===== config.mk =====
export PLATFORM = sky130hd
export DESIGN_NAME = pipeline_hazard_ctrl
export DESIGN_NICKNAME = d
export VERILOG_FILES = /design/src/rtl/cpu_types_pkg.sv /design/src/rtl/hazard_fwd_unit.sv /design/src/rtl/pipeline_hazard_ctrl.sv
export SDC_FILE = /design/constraint.sdc
export NUM_CORES = 1
export LEC_CHECK = 0
export ABC_AREA = 1
export ABC_CLOCK_PERIOD_IN_PS = 1800
export CORE_ASPECT_RATIO = 0.6
export CORE_UTILIZATION = 44
export CTS_CLUSTER_DIAMETER = 150
export DETAILED_ROUTE_END_ITERATION = 16
export GPL_ROUTABILITY_DRIVEN = 0
export PLACE_DENSITY = 0.78
export SLEW_MARGIN = 5
export SYNTH_ARGS = -nofsm -noshare
export SYNTH_HDL_FRONTEND = slang
export SYNTH_SLANG_ARGS = --single-unit

===== constraint.sdc =====
create_clock -name CLK -period 1.8 [get_ports CLK]
set_input_delay 0.36 -clock CLK [delete_from_list [all_inputs] [get_ports CLK]]
set_output_delay 0.36 -clock CLK [all_outputs]
set_load 0.02 [all_outputs]

===== src/rtl/cpu_types_pkg.sv =====
// Shared types and register-match helpers for the pipeline hazard controller.
package cpu_types_pkg;

  localparam int REG_W = 5;

  typedef enum logic [1:0] {
    RUN   = 2'd0,
    DWAIT = 2'd1,
    HALT  = 2'd2
  } hzstate_t;

  typedef enum logic [1:0] {
    FWD_RF    = 2'b00,
    FWD_EXMEM = 2'b01,
    FWD_MEMWB = 2'b10
  } fwdsel_t;

  // $0 is hardwired, so a producer targeting it never creates a dependency.
  function automatic logic id_reads(input logic [REG_W-1:0] dest,
                                    input logic [REG_W-1:0] rs,
                                    input logic [REG_W-1:0] rt,
                                    input logic             use_rt);
    return (dest != '0) && ((dest == rs) || (use_rt && (dest == rt)));
  endfunction

  function automatic logic fwd_match(input logic             regen,
                                     input logic [REG_W-1:0] dest,
                                     input logic [REG_W-1:0] src);
    return regen && (dest != '0) && (dest == src);
  endfunction

endpackage


===== src/rtl/hazard_fwd_unit.sv =====
// Operand forwarding select for the EX stage; the younger EX/MEM result wins over MEM/WB.
module hazard_fwd_unit
  import cpu_types_pkg::*;
(
  input  logic [REG_W-1:0] rsel1,
  input  logic [REG_W-1:0] rsel2,
  input  logic [REG_W-1:0] exmem_wsel,
  input  logic             exmem_regen,
  input  logic [REG_W-1:0] memwb_wsel,
  input  logic             memwb_regen,
  output fwdsel_t          fwd_a,
  output fwdsel_t          fwd_b
);

  always_comb begin
    fwd_a = FWD_RF;
    if (fwd_match(exmem_regen, exmem_wsel, rsel1)) begin
      fwd_a = FWD_EXMEM;
    end else if (fwd_match(memwb_regen, memwb_wsel, rsel1)) begin
      fwd_a = FWD_MEMWB;
    end
  end

  always_comb begin
    fwd_b = FWD_RF;
    if (fwd_match(exmem_regen, exmem_wsel, rsel2)) begin
      fwd_b = FWD_EXMEM;
    end else if (fwd_match(memwb_regen, memwb_wsel, rsel2)) begin
      fwd_b = FWD_MEMWB;
    end
  end

endmodule


===== src/rtl/pipeline_hazard_ctrl.sv =====
// Stall/flush/halt control for the IF/ID, ID/EX, EX/MEM and MEM/WB latches plus perf counters.
// Define FORWARD_UNIT_EN to add EX operand forwarding; then only load-use hazards stall.
module pipeline_hazard_ctrl
  import cpu_types_pkg::*;
#(
  parameter int CNT_W = 32
) (
  input  logic             CLK,
  input  logic             nRST,
  input  logic             ihit,
  input  logic             dhit,
  input  logic [REG_W-1:0] ifid_rs,
  input  logic [REG_W-1:0] ifid_rt,
  input  logic             ifid_usert,
  input  logic [REG_W-1:0] idex_wsel_l,
  input  logic             idex_regen_l,
  input  logic             idex_dmemREN_l,
  input  logic [REG_W-1:0] idex_rsel1_l,
  input  logic [REG_W-1:0] idex_rsel2_l,
  input  logic [REG_W-1:0] exmem_wsel,
  input  logic             exmem_regen,
  input  logic             exmem_dmemREN,
  input  logic             exmem_dmemWEN,
  input  logic [REG_W-1:0] memwb_wsel,
  input  logic             memwb_regen,
  input  logic             memwb_hlt,
  input  logic             br_taken,
  output logic             pc_en,
  output logic             ifid_en,
  output logic             idex_en,
  output logic             exmem_en,
  output logic             memwb_en,
  output logic             ifid_sRST,
  output logic             idex_sRST,
  output logic             exmem_sRST,
  output logic             memwb_sRST,
  output logic [1:0]       fwdA,
  output logic [1:0]       fwdB,
  output logic             halt,
  output logic [CNT_W-1:0] stall_cnt,
  output logic [CNT_W-1:0] flush_cnt
);

  hzstate_t state, state_next;
  logic     run_q;
  logic     mreq;
  logic     reads_idex;
  logic     load_use;
  logic     haz;
  logic     stall_inc;
  logic     flush_inc;

  assign mreq       = exmem_dmemREN | exmem_dmemWEN;
  assign reads_idex = id_reads(idex_wsel_l, ifid_rs, ifid_rt, ifid_usert);
  assign load_use   = idex_dmemREN_l & idex_regen_l & reads_idex;

`ifdef FORWARD_UNIT_EN
  fwdsel_t fwd_a, fwd_b;

  hazard_fwd_unit u_fwd (
    .rsel1       (idex_rsel1_l),
    .rsel2       (idex_rsel2_l),
    .exmem_wsel  (exmem_wsel),
    .exmem_regen (exmem_regen),
    .memwb_wsel  (memwb_wsel),
    .memwb_regen (memwb_regen),
    .fwd_a       (fwd_a),
    .fwd_b       (fwd_b)
  );

  assign haz  = load_use;
  assign fwdA = run_q ? fwd_a : FWD_RF;
  assign fwdB = run_q ? fwd_b : FWD_RF;
`else
  // Without forwarding, ID must wait until any in-flight producer reaches WB.
  logic reads_exmem;
  logic unused_fwd_inputs;

  assign reads_exmem       = id_reads(exmem_wsel, ifid_rs, ifid_rt, ifid_usert);
  assign haz               = load_use | (idex_regen_l & reads_idex) | (exmem_regen & reads_exmem);
  assign fwdA              = FWD_RF;
  assign fwdB              = FWD_RF;
  assign unused_fwd_inputs = ^{idex_rsel1_l, idex_rsel2_l, memwb_wsel, memwb_regen};
`endif

  always_ff @(posedge CLK or negedge nRST) begin
    if (!nRST) begin
      state <= RUN;
      run_q <= 1'b0;
    end else begin
      state <= state_next;
      run_q <= 1'b1;
    end
  end

  // Priority: halt, dcache miss, redirect, data hazard, icache miss, normal flow.
  always_comb begin
    state_next = state;
    pc_en      = 1'b0;
    ifid_en    = 1'b0;
    idex_en    = 1'b0;
    exmem_en   = 1'b0;
    memwb_en   = 1'b0;
    ifid_sRST  = 1'b0;
    idex_sRST  = 1'b0;
    exmem_sRST = 1'b0;
    memwb_sRST = 1'b0;
    halt       = 1'b0;
    stall_inc  = 1'b0;
    flush_inc  = 1'b0;

    if (run_q) begin
      if (state == HALT) begin
        halt = 1'b1;
      end else if (mreq && !dhit) begin
        memwb_sRST = 1'b1;
        stall_inc  = 1'b1;
      end else if (br_taken) begin
        pc_en      = 1'b1;
        ifid_sRST  = 1'b1;
        idex_sRST  = 1'b1;
        exmem_sRST = 1'b1;
        memwb_en   = 1'b1;
        flush_inc  = 1'b1;
      end else if (haz) begin
        idex_sRST  = 1'b1;
        exmem_en   = 1'b1;
        memwb_en   = 1'b1;
        stall_inc  = 1'b1;
      end else if (!ihit) begin
        ifid_sRST  = 1'b1;
        idex_en    = 1'b1;
        exmem_en   = 1'b1;
        memwb_en   = 1'b1;
        stall_inc  = 1'b1;
      end else begin
        pc_en      = 1'b1;
        ifid_en    = 1'b1;
        idex_en    = 1'b1;
        exmem_en   = 1'b1;
        memwb_en   = 1'b1;
      end

      case (state)
        RUN:     if (mreq && !dhit) state_next = DWAIT;
        DWAIT:   if (dhit) state_next = RUN;
        HALT:    state_next = HALT;
        default: state_next = RUN;
      endcase

      // The halting instruction must actually retire, so a frozen MEM/WB defers it.
      if (memwb_hlt && memwb_en) state_next = HALT;
    end
  end

  always_ff @(posedge CLK or negedge nRST) begin
    if (!nRST) begin
      stall_cnt <= '0;
      flush_cnt <= '0;
    end else begin
      if (stall_inc && (stall_cnt != '1)) stall_cnt <= stall_cnt + 1'b1;
      if (flush_inc && (flush_cnt != '1)) flush_cnt <= flush_cnt + 1'b1;
    end
  end

endmodule


==> qor.txt <==
outcome - complete, but fails checks
failing checks - negative setup slack
post-synth top area cell - dfrtp_1
register area share after synthesis - 36.48%
Synthesis Warnings - 0
NumNets Final - 959
Placement Cell Area - 6467 µm²
DR WL/cell - 19.62 µm
post-layout minimum cycle time - 2.121 ns
Rows - 28
pin count of the biggest net entering global routing - 68
Pins Over Slew Limit - 0
Top-Level Pins - 126
Setup-failing EPs final - 64
Startpoint Class - flip-flop
most frequent cells in the layout - nand2_1 (183), buf_4 (104), dfrtp_1 (63)
CP max stage delay - 0.40 ns
initial antenna violation count - 0
R2R Setup Slk - -0.32 ns
wire length of the first global-routing pass - 26.53 mm
VDD IR max - 0.0005378 V
Setup CP Type - flip-flop to flip-flop
Final Cell Area - 7946 µm²
Hold Buf Count CTS - 0
die height - 81.17 µm
Worst Skew - 0.006955 ns
root buffer cell - clkbuf_16
Slew headroom - 55.00%
Leakage - 4.377 nW
initial core utilization - 45.87%
CP Capture Type - flip-flop
Worst-Margin Slew - 0.6688 ns
dpl hpwl - 11.87 mm
Clk pin slew, worst setup/hold paths - 0.05 ns
Worst Path Arrival - 2.39 ns
Port Buffer Count - 104
CTS Buf Count - 9
WP data required - 2.07 ns
most common cell after layout, fill and taps aside - nand2_1
Core Area - 10020 µm²
Clock Tree Buf Depth - 2
via count - 6133
Tcrit/Tclk final - 117.8%
post-DR vias/cell - 5.841
share of cells above drive strength 1 - 36.54%
CTS tree - done
Netlist Area Pre-Place - 4596 µm²
number of DRC markers in iteration 0 - 870
worst min-delay path category - input pin to async pin
drt pass-1 iters - 10
Clock Latency Late Sink - 0.34 ns
Final Hold Fails - 0
worst-path cell chain - ha_4 > nand3_4 > nor3_4 > nand2_1 > nor3_2 > nand4_1 > nand2_4 > inv_8 > nand2_8 > buf_12 > buf_12 > nand2_4 > nand2_2
maxcap violations - 0
RSZ-0062 raised after global routing - true
CTS Sinks - 67
Fin Hold WS - 0.03863 ns
crit path launch - stall_cnt[0]
GR Util All Layers - 32.03%
Total Routed Length - 20.60 mm
syn_area_per_cell - 6.788 µm²
Total Power - 3.694 mW
post-synthesis sequential element count - 67
Setup WS post-layout - -0.3213 ns
top cells by area, synth - dfrtp_1 (36%), nand2_1 (20%), xor2_1 (8.4%)
Die ar. - 10870 µm²
total grt overflow - 0
DRC viols - 0
Max Clock Freq - 471.4 MHz
Antenna Nets Post-Route - 0
top-area cell type share of the netlist area - 36.48%
area grow syn2layout - 72.91%
vias in the first global route - 5298
worst-path fanout max - 8
post-synthesis instance total - 677
htree depth - 3
worst r2r src - stall_cnt[0]
PwrDens - 464.9 nW/µm²
Die X - 133.9 µm
Yosys cell types - 28
CP max-delay cell - dfrtp_2
## routing by layer
metal  share of wire (%)  global-route usage (%)
met1                  39                   42.06
met2                  43                   50.10
met3                  13                   11.05
met4                 5.9                   9.091
met5                   0                       0
## registers in the layout (all words and copies together), names as in the netlist
register   count
flush_cnt     32
run_q          1
stall_cnt     32
state          2
## where the power goes
group	leakage, nW	internal (mW)	switching [mW]
registers	0.877	1.51	0.000768
clock network	0.150	1.21	0.686
logic	3.35	0.105	0.186
## through the flow
stage	std cells	worst slack [ns]	util [%]	TNS, ns
after global placement	995	-0.8121	64.55	-41.56
after floorplan	680	-0.03386	-	-0.06518
after detailed placement	995	-0.8890	64.55	-46.41
after CTS	1036	-0.1975	72.43	-3.612
after global routing	1049	-0.3400	79.28	-15.54
final	1050	-0.3213	79.31	-12.33
## worst paths after layout
kind / to / cells after the start
min: stall_cnt[31] / 2
min in group CLK: stall_cnt[31] / 2
max in group asynchronous: flush_cnt[0] / 2
max reg2reg: stall_cnt[0] / 13
min reg2reg: stall_cnt[31] / 2
max: stall_cnt[0] / 13
## synthesized netlist by cell type (all sizes together)
cell / n
buf: 17
a21oi: 2
nand3: 55
xor2: 44
inv: 68
nand3b: 2
o21ai: 15
dfrtp: 67
xnor2: 17
conb: 2
a31oi: 1
nor4: 12
or3: 1
nand2: 249
nor3: 30
nand4: 13
nor2: 79
ha: 2
o211ai: 1
## cell families (layout without fill, tap and decap cells)
kind of cell	count (synthesis)	count (layout)	share of synthesized area, %
AND/OR/NAND/NOR	441	441	40.81
buffers and inverters	85	319	8.222
flip-flops	67	67	36.48
XOR/XNOR	61	61	11.63
AO/OA/AOI/OAI	19	19	2.151
adder cells (fa/ha/maj)	2	2	0.5444
other	2	6	0.1634
## critical path: cells and delay by family, from the launching register on
| family | cells | cell delay (ns) |
|---|---|---|
| buf+inv | 3 | 0.29 |
| fa+ha+maj | 1 | 0.16 |
| flops | 1 | 0.40 |
| simple gates | 9 | 1.20 |
## area by class of cell
class                   instances  area (µm²)
clock buffers                  11       232.7
repair buffers                234        2280
repair inverters                1       16.27
inverters                      68       290.3
fillers                       610        2073
flip-flops and latches         67        1682
clock inverters                 5       77.57
well taps                     135       168.9
diodes                          1       2.502
multi-input cells             528        3197
## repair_timing
action	in CTS	in global routing
endpoints found under the setup margin	91	103
pin swaps	29	54
buffers inserted	21	16
cloned	4	4
gates resized for setup	184	243
(Power assumes the default switching activity.)
